### config.mk
export PLATFORM = sky130hd
export DESIGN_NAME = mvu_stream_sequencer
export DESIGN_NICKNAME = d
export VERILOG_FILES = /design/src/rtl/mvu_stream_sequencer.sv
export SDC_FILE = /design/constraint.sdc
export NUM_CORES = 1
export LEC_CHECK = 0
export CORE_MARGIN = 1.5
export CORE_UTILIZATION = 41
export CTS_CLUSTER_DIAMETER = 150
export DETAILED_ROUTE_END_ITERATION = 10
export HOLD_SLACK_MARGIN = 0.12
export PLACE_DENSITY = 0.85
export SLEW_MARGIN = 20
export SYNTH_ARGS = -nofsm -noshare
export SYNTH_HDL_FRONTEND = slang
export SYNTH_SLANG_ARGS = --single-unit
### constraint.sdc
create_clock -name clk -period 5 [get_ports clk]
set_input_delay 1 -clock clk [delete_from_list [all_inputs] [get_ports clk]]
set_output_delay 1 -clock clk [all_outputs]
set_load 0.05 [all_outputs]
### src/rtl/mvu_stream_sequencer.sv
// Stream-side control around the MVU compute core: buffers one activation vector,
// replays it across all neuron folds and registers finished result groups for output.
module mvu_stream_sequencer #(
  parameter int PE               = 2,
  parameter int SIMD             = 2,
  parameter int MW               = 4,
  parameter int MH               = 4,
  parameter int ACTIVATION_WIDTH = 8,
  parameter int WEIGHT_WIDTH     = 8,
  parameter int ACCU_WIDTH       = 24
) (
  input  logic                                clk,
  input  logic                                rst,
  input  logic [PE*SIMD*WEIGHT_WIDTH-1:0]     s_w_tdata,
  input  logic                                s_w_tvalid,
  output logic                                s_w_tready,
  input  logic [SIMD*ACTIVATION_WIDTH-1:0]    s_a_tdata,
  input  logic                                s_a_tvalid,
  output logic                                s_a_tready,
  output logic [PE*ACCU_WIDTH-1:0]            m_tdata,
  output logic                                m_tvalid,
  input  logic                                m_tready,
  output logic                                core_en,
  output logic                                core_last,
  output logic                                core_zero,
  output logic [PE*SIMD*WEIGHT_WIDTH-1:0]     core_w,
  output logic [SIMD*ACTIVATION_WIDTH-1:0]    core_a,
  input  logic                                core_vld,
  input  logic [PE*ACCU_WIDTH-1:0]            core_p
);

  localparam int SF  = MW / SIMD;
  localparam int NF  = MH / PE;
  localparam int SFW = (SF > 1) ? $clog2(SF) : 1;
  localparam int NFW = (NF > 1) ? $clog2(NF) : 1;
  localparam int AW  = SIMD * ACTIVATION_WIDTH;
  localparam int PW  = PE * ACCU_WIDTH;

  logic [SFW-1:0] sf_q, sf_d;
  logic [NFW-1:0] nf_q, nf_d;
  logic [AW-1:0]  abuf_q [SF];
  logic [PW-1:0]  m_tdata_q;
  logic           m_tvalid_q;

  logic stall, go, have_a, first_fold, sf_at_end, nf_at_end;

  assign stall      = m_tvalid_q & ~m_tready;
  assign core_en    = ~stall;
  assign first_fold = (nf_q == '0);
  assign sf_at_end  = (sf_q == SFW'(SF - 1));
  assign nf_at_end  = (nf_q == NFW'(NF - 1));
  assign have_a     = first_fold ? s_a_tvalid : 1'b1;
  // Gating with rst keeps both stream inputs closed while the core is being cleared.
  assign go         = ~rst & core_en & s_w_tvalid & have_a;

  assign s_w_tready = go;
  assign s_a_tready = go & first_fold;
  assign core_w     = s_w_tdata;
  assign core_a     = first_fold ? s_a_tdata : abuf_q[sf_q];
  assign core_zero  = ~go;
  assign core_last  = go & sf_at_end;

  always_comb begin
    sf_d = sf_q;
    nf_d = nf_q;
    if (go) begin
      if (sf_at_end) begin
        sf_d = '0;
        nf_d = nf_at_end ? '0 : nf_q + NFW'(1);
      end else begin
        sf_d = sf_q + SFW'(1);
      end
    end
  end

  always_ff @(posedge clk) begin
    if (rst) begin
      sf_q <= '0;
      nf_q <= '0;
    end else begin
      sf_q <= sf_d;
      nf_q <= nf_d;
    end
  end

  // Buffer has no reset: every entry is rewritten in fold 0 before any later fold reads it.
  always_ff @(posedge clk) begin
    if (go && first_fold) begin
      abuf_q[sf_q] <= s_a_tdata;
    end
  end

  always_ff @(posedge clk) begin
    if (rst) begin
      m_tvalid_q <= 1'b0;
      m_tdata_q  <= '0;
    end else if (core_en && core_vld) begin
      m_tvalid_q <= 1'b1;
      m_tdata_q  <= core_p;
    end else if (m_tready) begin
      m_tvalid_q <= 1'b0;
    end
  end

  assign m_tdata  = m_tdata_q;
  assign m_tvalid = m_tvalid_q;

endmodule

==> reports/metrics.json <==
{
  "clkSinkCount": {"value": 84},
  "layout_stage_area_growth_over_the_synthesis_result": {"value": 37.39, "unit": "%"},
  "dp_hpwl": {"value": 5922, "unit": "um"},
  "critical_path.endpoint_type": {"value": "output pin"},
  "yosysUniqueCellTypes": {"value": 24},
  "finalWorstSetupSlack": {"value": 0.9720, "unit": "ns"},
  "die_area": {"value": 9294, "unit": "um2"},
  "htree_levels": {"value": 3},
  "placement_rows": {"value": 33},
  "pwr_density_cell": {"value": 324.3, "unit": "nW/um2"},
  "layout.nets": {"value": 550},
  "fin_total_pwr": {"value": 1.594, "unit": "mW"},
  "clock_tree.buffer_depth": {"value": 2},
  "routed_via_density": {"value": 5.221},
  "status": {"value": "finished clean"},
  "multiInputGateArea": {"value": 1136, "unit": "um2"},
  "drt_first_pass_iters": {"value": 4},
  "cap_violations": {"value": 0},
  "synthCells": {"value": 356},
  "dr_total_vias": {"value": 2908},
  "cp_cell_sequence": {"value": "clkdlybuf4s50_1, nor2b_4, inv_2, o211a_4, clkdlybuf4s50_1"},
  "fin_tns_setup": {"value": 0, "unit": "ns"},
  "seqCellArea": {"value": 2003, "unit": "um2"},
  "io_buffers": {"value": 139},
  "pin_count_of_the_biggest_net_entering_global_routing": {"value": 53},
  "max_freq": {"value": 0.2483, "unit": "GHz"},
  "worst_path_largest_cell_delay": {"value": 0.82, "unit": "ns"},
  "ctsHoldBuffers": {"value": 0},
  "ys.flop_type": {"value": "sky130_fd_sc_hd__dfxtp_1"},
  "antenna-diode-count": {"value": 0},
  "root_buffer": {"value": "sky130_fd_sc_hd__clkbuf_8"},
  "worst_path_most_repeated_cell": {"value": "sky130_fd_sc_hd__clkdlybuf4s50_1"},
  "grt_pass1_wl": {"value": 13170, "unit": "um"},
  "finalSetupViolations": {"value": 0},
  "gp_routability_congestion": {"value": 0.7112},
  "die_height": {"value": 96.41, "unit": "um"},
  "timing.setup.critical_path_class": {"value": "input pin to output pin"},
  "die_x": {"value": 96.41, "unit": "um"},
  "worst_setup_path_start_kind": {"value": "input pin"},
  "path_clk_slew": {"value": 0.08, "unit": "ns"},
  "worst-endpoint-required": {"value": 4.00, "unit": "ns"},
  "worstPathMaxFanout": {"value": 29},
  "pre_cts_ws": {"value": 0.9580, "unit": "ns"},
  "first_global_vias": {"value": 2789},
  "asyncSetResetFlopFracSynth": {"value": 0},
  "drtAntennaViolNets": {"value": 0},
  "cts_repair_resize_count": {"value": 0},
  "timing_worst_slew_pin_value": {"value": 0.9166, "unit": "ns"},
  "aggregate_global_route_resource_usage": {"value": 0.1867},
  "hold_crit_class": {"value": "register to register"},
  "period_share": {"value": 0.8056},
  "flip_flop_and_latch_count_after_synthesis": {"value": 84},
  "rsz_0062_raised_after_global_routing": {"value": "no"},
  "initial_antenna_violation_count": {"value": 0},
  "fin_skew": {"value": 0.01267, "unit": "ns"},
  "ir_drop_worst_case_vdd": {"value": 191.7, "unit": "uV"},
  "drive_above_1_share": {"value": 0.06858},
  "synth_area_per_cell": {"value": 10.05, "unit": "um2"},
  "tritoncts": {"value": "yes"},
  "slew_viol_final": {"value": 0},
  "p_leak": {"value": 1.727, "unit": "nW"},
  "post_synthesis_net_count": {"value": 459},
  "cts.repair_timing.setup_buffer_count": {"value": 0},
  "start_util": {"value": 0.4289},
  "cp_data_arrival_time": {"value": 3.03, "unit": "ns"},
  "fin_crit": {"value": 4.028, "unit": "ns"},
  "drc": {"value": 0},
  "slew_headroom": {"value": 0.3881},
  "hold_viol_final": {"value": 0},
  "fill_cells": {"value": 718},
  "synth_enable_flop_cells": {"value": 32},
  "critical-path-slowest-cell": {"value": "sky130_fd_sc_hd__clkdlybuf4s50_1"},
  "core-area": {"value": 8341, "unit": "um2"},
  "synth_warnings": {"value": 0},
  "wl_per_cell": {"value": 15.75, "unit": "um"},
  "wl": {"value": 8770, "unit": "um"},
  "pin_count": {"value": 204},
  "clock_latency_of_the_later_clocked_register_in_the_worst_skew_pair": {"value": 0.35, "unit": "ns"},
  "drt_iter0_markers": {"value": 47},
  "synth_seq_area_share": {"value": 0.5596},
  "globalRouteOverflowTotal": {"value": 0},
  "tritoncts.num_buffers": {"value": 9},
  "synth_area": {"value": 3577, "unit": "um2"}
}
==> sequential cells by signal, indices dropped and copies added, names as in the netlist, named ones only <==
name / cells
m_tvalid: 1
abuf_q: 32
m_tdata: 48
sf_at_end: 1
nf_at_end: 1
==> per-layer routing <==
| layer | wire (um) | vias to the layer above | track usage |
|---|---|---|---|
| li1 | - | 1411 | - |
| met1 | 3650 | 1353 | 0.2201 |
| met2 | 3990 | 122 | 0.2981 |
| met3 | 917 | 22 | 0.07668 |
| met4 | 212 | 0 | 0.08333 |
| met5 | 0 | - | 0 |
==> area by class of cell <==
| class | count | area share |
|---|---|---|
| Tap cell | 105 | 0.02673 |
| Inverter | 3 | 0.002291 |
| Clock buffer | 11 | 0.02673 |
| Timing Repair Buffer | 144 | 0.2897 |
| Sequential cell | 84 | 0.4076 |
| Multi-Input combinational cell | 205 | 0.2312 |
| Clock inverter | 5 | 0.01578 |
==> path summary, 6_finish.rpt <==
| check | startpoint | depth (start not counted) | slack [ns] | endpoint |
|---|---|---|---|---|
| worst max-delay path | m_tready | 5 | 0.97 | s_w_tready |
| worst min-delay path | m_tdata[35] | 2 | 0.48 | m_tdata[35] |
| worst max register to register | m_tvalid | 5 | 2.81 | abuf_q[0][10] |
| worst min register to register | m_tdata[35] | 2 | 0.48 | m_tdata[35] |
==> stage by stage <==
step	area (um2)	utilization	hold slack, ns	cells
after floorplan	3577	-	0.4609	356
after global placement	4705	0.5641	0.4595	541
after detailed placement	4705	0.5641	0.4672	541
after CTS	4913	0.5891	0.4779	557
after global routing	4915	0.5893	0.4907	557
final	4915	0.5893	0.4765	557
==> worst max-delay path, delay by kind of cell <==
kind	cells	cell delay [ns]
compound gates	1	0.27
buf+inv	3	1.70
simple gates	1	0.05
==> cells in the final DEF, fill, tap and decap left out, drive strengths merged <==
| cell type | synthesis | routed |
|---|---|---|
| clkbuf | 11 | 11 |
| nor2 | 17 | 17 |
| inv | 3 | 3 |
| mux2i | 17 | 17 |
| and2 | 1 | 1 |
| o211a | 1 | 1 |
| nor2b | 4 | 4 |
| ha | 1 | 1 |
| nand2b | 1 | 1 |
| buf | 53 | 10 |
| clkinv | 0 | 2 |
| dfxtp | 52 | 52 |
| clkinvlp | 0 | 1 |
| bufinv | 0 | 2 |
| o21ai | 48 | 48 |
| edfxtp | 32 | 32 |
| and4b | 1 | 1 |
| nand3 | 48 | 48 |
| clkdlybuf4s50 | 0 | 134 |
| xnor2 | 1 | 1 |
| a21oi | 65 | 65 |
==> cells by family (layout without fill, tap and decap cells) <==
| group | count (synthesis) | after routing | share of synthesized area |
|---|---|---|---|
| buf+inv | 67 | 163 | 0.1228 |
| simple gates | 72 | 72 | 0.1011 |
| compound gates | 114 | 114 | 0.1630 |
| xor+xnor | 1 | 1 | 0.002449 |
| mux | 17 | 17 | 0.04757 |
| fa+ha+maj | 1 | 1 | 0.003497 |
| flops | 84 | 84 | 0.5596 |
==> synthesized netlist by cell type, types with 3 or more instances <==
| library cell | n | area, um2 |
|---|---|---|
| sky130_fd_sc_hd__inv_2 | 3 | 11.26 |
| sky130_fd_sc_hd__mux2i_1 | 17 | 170.2 |
| sky130_fd_sc_hd__o21ai_1 | 20 | 100.1 |
| sky130_fd_sc_hd__nand3_1 | 48 | 240.2 |
| sky130_fd_sc_hd__buf_6 | 5 | 56.30 |
| sky130_fd_sc_hd__edfxtp_1 | 32 | 960.9 |
| sky130_fd_sc_hd__a21oi_1 | 65 | 325.3 |
| sky130_fd_sc_hd__o21ai_0 | 28 | 140.1 |
| sky130_fd_sc_hd__dfxtp_1 | 52 | 1041 |
| sky130_fd_sc_hd__clkbuf_1 | 10 | 37.54 |
| sky130_fd_sc_hd__buf_4 | 35 | 262.8 |
| sky130_fd_sc_hd__buf_2 | 12 | 60.06 |
| sky130_fd_sc_hd__nor2_1 | 17 | 63.81 |
==> report_power, final <==
group          internal, mW  leakage [nW]  switching [mW]
sequential            0.739         0.719          0.0192
clock                 0.280         0.103           0.228
combinational         0.131         0.905           0.196
Note: power is estimated with default switching activity, not from simulation.
